==> config.mk <==
export PLATFORM = sky130hd
export DESIGN_NAME = memory_bus_dma
export DESIGN_NICKNAME = d
export VERILOG_FILES = /design/src/rtl/memory_bus_dma.sv
export SDC_FILE = /design/constraint.sdc
export NUM_CORES = 1
export LEC_CHECK = 0
export ABC_AREA = 1
export CAP_MARGIN = 10
export CORE_ASPECT_RATIO = 0.7
export CORE_MARGIN = 2
export CORE_UTILIZATION = 35
export CTS_CLUSTER_SIZE = 12
export DETAILED_ROUTE_END_ITERATION = 10
export PLACE_DENSITY_LB_ADDON = 0.2
export SYNTH_ARGS = -nofsm -noshare
export SYNTH_HDL_FRONTEND = slang
export SYNTH_SLANG_ARGS = --single-unit
==> constraint.sdc <==
create_clock -name clk -period 2.7 [get_ports clk]
set_clock_uncertainty 0.15 [all_clocks]
set_input_delay 0.54 -clock clk [delete_from_list [all_inputs] [get_ports clk]]
set_output_delay 0.54 -clock clk [all_outputs]
set_load 0.01 [all_outputs]
==> src/rtl/memory_bus_dma.sv <==
// Block-copy bus initiator: moves COUNT words from src to dst over the shared CPU memory bus,
// one read/write pair per word, yielding the bus whenever the arbiter withdraws grant.
module memory_bus_dma #(
  parameter int unsigned READ_LATENCY = 1,
  parameter int unsigned COUNT_WIDTH  = 11
) (
  input  logic                   clk,
  input  logic                   reset,
  input  logic                   start,
  input  logic [15:0]            src_address,
  input  logic [15:0]            dst_address,
  input  logic [COUNT_WIDTH-1:0] count,
  output logic                   busy,
  output logic                   done,
  output logic                   bus_request,
  input  logic                   bus_grant,
  output logic [15:0]            address,
  output logic [31:0]            bus_data_out,
  input  logic [31:0]            bus_data_in,
  output logic [3:0]             write_mask,
  output logic                   bus_enable,
  output logic                   write_enable
);

  typedef enum logic [2:0] {
    StIdle,
    StReq,
    StRead,
    StWait,
    StWrite,
    StDone
  } state_e;

  localparam logic [2:0] WaitLast = 3'(READ_LATENCY - 1);

  state_e                 state_q, state_d;
  logic [15:0]            src_q, src_d;
  logic [15:0]            dst_q, dst_d;
  logic [15:0]            addr_q;
  logic [COUNT_WIDTH-1:0] rem_q, rem_d;
  logic [31:0]            buf_q, buf_d;
  logic [2:0]             wait_q, wait_d;

  // Byte-offset bits are dropped; transfers are always word aligned.
  logic unused_addr_bits;
  assign unused_addr_bits = ^{src_address[1:0], dst_address[1:0]};

  always_comb begin
    state_d      = state_q;
    src_d        = src_q;
    dst_d        = dst_q;
    rem_d        = rem_q;
    buf_d        = buf_q;
    wait_d       = wait_q;
    address      = addr_q;
    bus_data_out = '0;
    write_mask   = 4'b0000;
    bus_enable   = 1'b0;
    write_enable = 1'b0;

    unique case (state_q)
      StIdle: begin
        if (start) begin
          src_d  = {src_address[15:2], 2'b00};
          dst_d  = {dst_address[15:2], 2'b00};
          rem_d  = count;
          wait_d = '0;
          // A grant already present when starting lets the first read go out immediately.
          if (count == '0) begin
            state_d = StDone;
          end else if (bus_grant) begin
            state_d = StRead;
          end else begin
            state_d = StReq;
          end
        end
      end

      StReq: begin
        if (bus_grant) begin
          state_d = StRead;
        end
      end

      StRead: begin
        if (!bus_grant) begin
          state_d = StReq;
        end else begin
          address    = src_q;
          bus_enable = 1'b1;
          wait_d     = '0;
          state_d    = StWait;
        end
      end

      StWait: begin
        if (!bus_grant) begin
          state_d = StReq;
        end else begin
          address    = src_q;
          bus_enable = 1'b1;
          if (wait_q == WaitLast) begin
            buf_d   = bus_data_in;
            state_d = StWrite;
          end else begin
            wait_d = wait_q + 3'd1;
          end
        end
      end

      StWrite: begin
        if (!bus_grant) begin
          state_d = StReq;
        end else begin
          address      = dst_q;
          bus_data_out = buf_q;
          write_mask   = 4'b1111;
          bus_enable   = 1'b1;
          write_enable = 1'b1;
          src_d        = src_q + 16'd4;
          dst_d        = dst_q + 16'd4;
          rem_d        = rem_q - COUNT_WIDTH'(1);
          state_d      = (rem_q == COUNT_WIDTH'(1)) ? StDone : StRead;
        end
      end

      StDone: begin
        state_d = StIdle;
      end

      default: begin
        state_d = StIdle;
      end
    endcase
  end

  assign busy        = (state_q == StReq) || (state_q == StRead) ||
                       (state_q == StWait) || (state_q == StWrite);
  assign bus_request = busy;
  assign done        = (state_q == StDone);

  always_ff @(posedge clk) begin
    if (reset) begin
      state_q <= StIdle;
      src_q   <= '0;
      dst_q   <= '0;
      addr_q  <= '0;
      rem_q   <= '0;
      buf_q   <= '0;
      wait_q  <= '0;
    end else begin
      state_q <= state_d;
      src_q   <= src_d;
      dst_q   <= dst_d;
      addr_q  <= address;
      rem_q   <= rem_d;
      buf_q   <= buf_d;
      wait_q  <= wait_d;
    end
  end

endmodule

==> results of run 1 <==
[worst max-delay path, delay by kind of cell (launching register included)]
kind          cells  cell delay, ns
buf+inv           4            0.92
flops             1            0.33
simple gates      3            0.31
[power groups by stage]
| stage | Sequential (uW) | Combinational, uW | Clock (uW) |
|---|---|---|---|
| 2_1_floorplan | 1580 | 501 | 0 |
| 3_3_place_gp | 1600 | 768 | 0 |
| 3_5_place_dp | 1600 | 772 | 0 |
| 4_1_cts | 1570 | 777 | 1280 |
| 5_1_grt | 1590 | 879 | 1340 |
| 6_report | 1570 | 781 | 1250 |
[state kept, by name, summed over array words and instances (netlist names)]
register and cells:
src_q 14, dst_q 14, buf_q 32, rem_q 11, addr_q 16, wait_q 3
state_q 3
[what timing repair did]
item	4_1_cts	5_1_grt
resized for setup	20	34
endpoints found under the setup margin	54	42
hold buffers	0	0
pin swaps	0	1
[worst paths after layout]
check                endpoint
max          bus_data_out[14]
min reg2reg         addr_q[1]
min                 addr_q[1]
max reg2reg         rem_q[10]
[synth_stat cells (2+ instances only)]
cell | n | area, sq um
or2_2 | 5 | 31.28
buf_4 | 9 | 67.56
o211ai_1 | 2 | 15.01
dfxtp_1 | 93 | 1862
nor3_1 | 13 | 65.06
ha_1 | 6 | 75.07
nand3_1 | 54 | 270.3
buf_1 | 4 | 15.01
inv_2 | 8 | 30.03
a211oi_2 | 2 | 25.02
o21ai_1 | 35 | 175.2
a21oi_1 | 27 | 135.1
o221ai_1 | 8 | 70.07
xor2_1 | 14 | 122.6
clkinv_1 | 6 | 22.52
a31oi_1 | 20 | 125.1
a211oi_1 | 2 | 15.01
nand4_1 | 3 | 18.77
nand2_1 | 182 | 683.2
o21ai_0 | 42 | 210.2
nor2_1 | 152 | 570.6
o21bai_1 | 3 | 22.52
clkbuf_1 | 23 | 86.33
inv_1 | 59 | 221.5
nand2_2 | 2 | 12.51
buf_2 | 13 | 65.06
[metal layers]
metal,vias to the layer above,part of all wire
met5,-,0
met4,0,0.0089
met3,15,0.072
met2,137,0.40
met1,2382,0.51
li1,2783,-
[per-stage QoR]
stage,util,hold slack (ns)
floorplan,-,0.2746
global placement,0.4727,0.2882
detailed placement,0.4727,0.2869
CTS,0.4946,0.2970
global route,0.5012,0.3081
finish,0.5012,0.2980
[cell type report]
| type | count | area [sq um] |
|---|---|---|
| fill | 1490 | 6988 |
| multi-input combinational | 578 | 2716 |
| sequential | 93 | 1863 |
| timing repair buffer | 155 | 1630 |
| inverter | 73 | 281.5 |
| clock buffer | 10 | 239.0 |
| tap | 190 | 237.7 |
| clock inverter | 6 | 52.55 |
[cell families (layout without fill, tap and decap cells)]
logic type,Yosys count,in the layout,share of synthesized area
AOI/OAI and AO/OA,142,142,0.1582
xor gates and xnor gates,14,14,0.02423
adders and majority gates,6,6,0.01483
DFF,93,93,0.3679
and+or+nand+nor,416,416,0.3345
buffers and inverters,122,244,0.1004
==> results.json, run 1 <==
{
  "endpoint_kind": "primary output",
  "fin_tns_setup_ns": 0,
  "cts_root_buf": "clkbuf_16",
  "avgRoutedWirePerCell_um": 13.55,
  "setup_viol": 0,
  "drive_gt1_frac": 0.07322,
  "ioPinCount": 136,
  "fp.dieW_um": 147.7,
  "postCtsSetupBuffers": 0,
  "antennaDiodeCount": 0,
  "insertion_delay_ns": 0.35,
  "portBuffers": 131,
  "dr.pass1.iters": 5,
  "cts_tree": "yes",
  "ir_drop_mv": 0.3071,
  "synth_area_sq_um": 5061,
  "drc": 0,
  "fin_cells": 1105,
  "synth_seq_cells": 93,
  "final_common_cell": "nand2_1",
  "worstHoldPathType": "register to register",
  "power_density_nw_per_um2": 513.2,
  "syn_nets": 878,
  "grt-ovfl-total": 0,
  "grtUsageMet1": 0.3053,
  "p_sw_uw": 1119,
  "wl_um": 14970,
  "ctsHtreeMaxLevel": 3,
  "synth_edf_count": 0,
  "grt_max_degree": 78,
  "relSlewSlack": 0.6471,
  "combPwrFrac": 0.217,
  "initial_utilization": 0.3613,
  "cts.clk_slew.worst_paths_ns": 0.07,
  "p_clk_frac": 0.347,
  "mostFrequentLayoutCells": "nand2_1 (179), nor2_1 (152), clkdlybuf4s50_1 (94)",
  "track_usage": 0.1942,
  "cp.required_ns": 2.01,
  "ys_seq_area_frac": 0.3679,
  "p_seq_frac": 0.437,
  "crit_top_cell": "nand2_2",
  "timing.fmax_ghz": 0.3840,
  "path_cells": "inv_2 -> nand2_2 -> inv_1 -> nand2_2 -> buf_12 -> nor2_1 -> clkdlybuf4s50_1",
  "yosysUniqueCellTypes": 32,
  "cts_made_buffers": 9,
  "grt_pass1_vias": 4615,
  "dr_total_vias": 5317,
  "grtUsageMet2": 0.2684,
  "period_share": 0.9646,
  "busiest_layer": "met1",
  "slowest_delay_ns": 0.54,
  "fin_nets": 995,
  "rr_worst_depth": 9,
  "dpl_worst_slack_ns": -0.3516,
  "crit_slowest_cell": "clkdlybuf4s50_1",
  "dp_hpwl_um": 10730,
  "synth_flop_cell": "dfxtp_1",
  "placed_cell_area_sq_um": 6621,
  "async_flop_share": 0,
  "syn2layout_area_growth_pct": 38.71,
  "grt_pass1_wl_um": 24200,
  "stdcell_area_sq_um": 7020,
  "gp_congestion": 0.8454,
  "grt_antenna_before_repair": 0,
  "ant_nets": 0,
  "startpoint": "state_q[1]",
  "arrival_ns": 1.91,
  "clock-sinks": 93,
  "p_leak_uw": 0.003226,
  "path_max_fanout": 39,
  "die_area_sq_um": 15450,
  "syn_avg_cell_area_sq_um": 6.382,
  "layout_setup_ws_ns": 0.09551,
  "period_needed_ns": 2.604,
  "drv_slew": 0,
  "swShare": 0.3105,
  "hold_violations": 0,
  "drt-initial-drc-count": 362,
  "cts_max_path_buffers": 2,
  "grt_use_met3": 0.03930,
  "die_y_um": 104.6,
  "maxCapViolations": 0,
  "core_sq_um": 14010,
  "p_int_uw": 2484,
  "synthCells": 793,
  "p_total_uw": 3603,
  "min_from": "addr_q[1]",
  "rrSetupSlack_ns": 0.66,
  "std_cell_rows": 36,
  "dp_cells": 1089,
  "tightestPinTransition_ns": 0.5294,
  "crit_type": "register to primary output",
  "status": "completed",
  "holdPathStages": 2,
  "vias_per_cell": 4.812,
  "ys_warn_count": 0,
  "reg2reg_from": "rem_q[0]",
  "crit_path_start_kind": "register"
}
Power figures use the tool's default switching activity.
==> run 2, diff against run 1 <==
Settings changed: ABC_AREA 1 to default, REMOVE_ABC_BUFFERS from default to 1.
==> results.json, run 2 <==
{
  "synth_area_leaders": "dfxtp_1 (37%), a21oi_1 (7.0%), nand2_1 (6.9%)",
  "yosysUniqueCellTypes": 61,
  "dpl_worst_slack_ns": -0.4681,
  "track_usage": 0.2023,
  "final_common_cell": "clkdlybuf4s50_1",
  "initial_utilization": 0.3605,
  "gp_congestion": 0.8147,
  "busiest_layer": "met2",
  "async_flop_share": 0,
  "power_density_nw_per_um2": 494.9,
  "ioPinCount": 136,
  "avgRoutedWirePerCell_um": 16.42,
  "p_total_uw": 3469,
  "path_cells": "dlygate4sd2_1 -> buf_4 -> and3b_2 -> buf_12 -> a22o_1 -> a21o_1 -> clkdlybuf4s15_1",
  "grt-ovfl-total": 0,
  "dr.pass1.iters": 5,
  "ir_drop_mv": 0.3286,
  "synth_flop_cell": "dfxtp_1",
  "synth_area_leader_cell": "dfxtp_1",
  "grt_antenna_before_repair": 0,
  "die_y_um": 104.5,
  "drive_gt1_frac": 0.09832,
  "tightestPinTransition_ns": 0.9159,
  "ys_seq_area_frac": 0.3687,
  "insertion_delay_ns": 0.34,
  "multiInputGateArea_sq_um": 2893,
  "period_share": 0.9821,
  "crit_slowest_cell": "and3b_2",
  "layout_setup_ws_ns": 0.04840,
  "clock-sinks": 93,
  "syn2layout_area_growth_pct": 38.83,
  "vias_per_cell": 5.412,
  "cts_root_buf": "clkbuf_16",
  "arrival_ns": 1.96,
  "p_leak_uw": 0.002747,
  "slowest_delay_ns": 0.28,
  "fp.dieW_um": 147.6,
  "top_register": "buf_q",
  "synth.top_cells.by_count": "dfxtp_1 (93), nand2_1 (93), a21oi_1 (71)",
  "portBuffers": 131,
  "path_buf_inv": 4,
  "dp_hpwl_um": 11040,
  "die_area_sq_um": 15420,
  "wl_um": 15810,
  "cts.clk_slew.worst_paths_ns": 0.06,
  "status": "completed",
  "cts_max_path_buffers": 2,
  "grtUsageMet1": 0.2874,
  "cp.required_ns": 2.01,
  "grt_use_met3": 0.03947,
  "ant_nets": 0,
  "syn_avg_cell_area_sq_um": 7.757,
  "largest_registers": "buf_q (32), addr_q (16)",
  "timing.fmax_ghz": 0.3771,
  "cts_made_buffers": 9,
  "ctsHtreeMaxLevel": 3,
  "regArea_sq_um": 1863,
  "mostFrequentLayoutCells": "clkdlybuf4s50_1 (98), nand2_1 (92), dfxtp_1 (92)",
  "synthCells": 651,
  "fin_nets": 854,
  "drt-initial-drc-count": 299,
  "antennaDiodeCount": 0,
  "period_needed_ns": 2.652,
  "std_cell_rows": 36,
  "worstHoldPathType": "register to register",
  "postCtsSetupBuffers": 0,
  "synth_area_sq_um": 5050,
  "ctsHoldBuffers": 0,
  "ys_warn_count": 0,
  "largest_register_ffs": 32,
  "synth_seq_cells": 93,
  "hold_violations": 0,
  "n_fill_cell": 1342,
  "crit_type": "primary input to primary output",
  "dr_total_vias": 5212,
  "endpoint_kind": "primary output",
  "cts_tree": "yes",
  "cp_top_family": "buffers and inverters",
  "relSlewSlack": 0.3808,
  "core_sq_um": 14010,
  "grt_pass1_vias": 4861,
  "setup_viol": 0,
  "crit_path_start_kind": "primary input",
  "synth_edf_count": 0,
  "grt_pass1_wl_um": 25130,
  "grt_max_degree": 52,
  "drc": 0,
  "drv_slew": 0,
  "utilization": 0.5004,
  "path_max_fanout": 7,
  "maxCapViolations": 0,
  "grtUsageMet2": 0.3133,
  "yosys.area.top_type_share": 0.3687
}
## run 2: cell families (layout without fill, tap and decap cells)
| group | Yosys count | in the layout | synth area share |
|---|---|---|---|
| AND/OR/NAND/NOR | 275 | 275 | 0.2916 |
| AO/OA/AOI/OAI | 203 | 203 | 0.2562 |
| flip-flops | 93 | 93 | 0.3687 |
| buffers and inverters | 71 | 193 | 0.06269 |
| adder cells (fa/ha/maj) | 6 | 6 | 0.01487 |
| multiplexers | 2 | 2 | 0.004212 |
| XOR/XNOR | 1 | 1 | 0.001735 |
## run 2: per-layer routing
| layer | up-vias | part of all wire |
|---|---|---|
| met3 | 14 | 0.056 |
| met1 | 2457 | 0.48 |
| met2 | 166 | 0.46 |
| li1 | 2575 | - |
| met4 | 0 | 0.0094 |
| met5 | - | 0 |
## run 2: cell type report
type | instances | share of cell area
Clock inverter | 3 | 0.009638
Sequential cell | 93 | 0.2658
Inverter | 11 | 0.006604
Multi-Input combinational cell | 487 | 0.4126
Tap cell | 190 | 0.03391
Clock buffer | 12 | 0.03802
Timing Repair Buffer | 167 | 0.2334
## run 2: metrics by stage
| step | TNS (ns) | hold WS [ns] | instances | area (sq um) |
|---|---|---|---|---|
| 2_1_floorplan | -22.16 | 0.2757 | 591 | 4775 |
| 5_1_grt | -0.01135 | 0.3220 | 963 | 7010 |
| 6_report | 0 | 0.2987 | 963 | 7010 |
| 4_1_cts | -0.009093 | 0.3008 | 963 | 7038 |
| 3_5_place_dp | -22.19 | 0.2924 | 945 | 6606 |
| 3_3_place_gp | -22.22 | 0.2870 | 945 | 6606 |
## run 2: final timing paths
check,startpoint,endpoint,slack (ns),cells after the start
worst max-delay path,bus_grant,address[12],0.05,7
worst min-delay path,buf_q[12],buf_q[12],0.30,2
worst max register to register,state_q[2],src_q[15],0.45,5
worst min register to register,buf_q[12],buf_q[12],0.30,2
## run 2: repair_timing
action                                  CTS  global route
pin swaps                                 1             0
gates cloned                              3             0
hold endpoints to repair                  0             0
endpoints found under the setup margin   54            31
resized for setup                        67             9
## run 2: where the power goes
part           switching, uW  internal [uW]  total (uW)  leakage, uW
sequential              79.2           1440        1520     0.000757
clock                    529            882        1410     0.000161
combinational            269            273         542      0.00183
total                    877           2590        3470      0.00275
## run 2: tightest hold or removal path, delay by kind of cell, from the launching register on
family / cells / cell delay (ns)
compound gates: 1 / 0.05
simple gates: 1 / 0.05
flops: 1 / 0.31
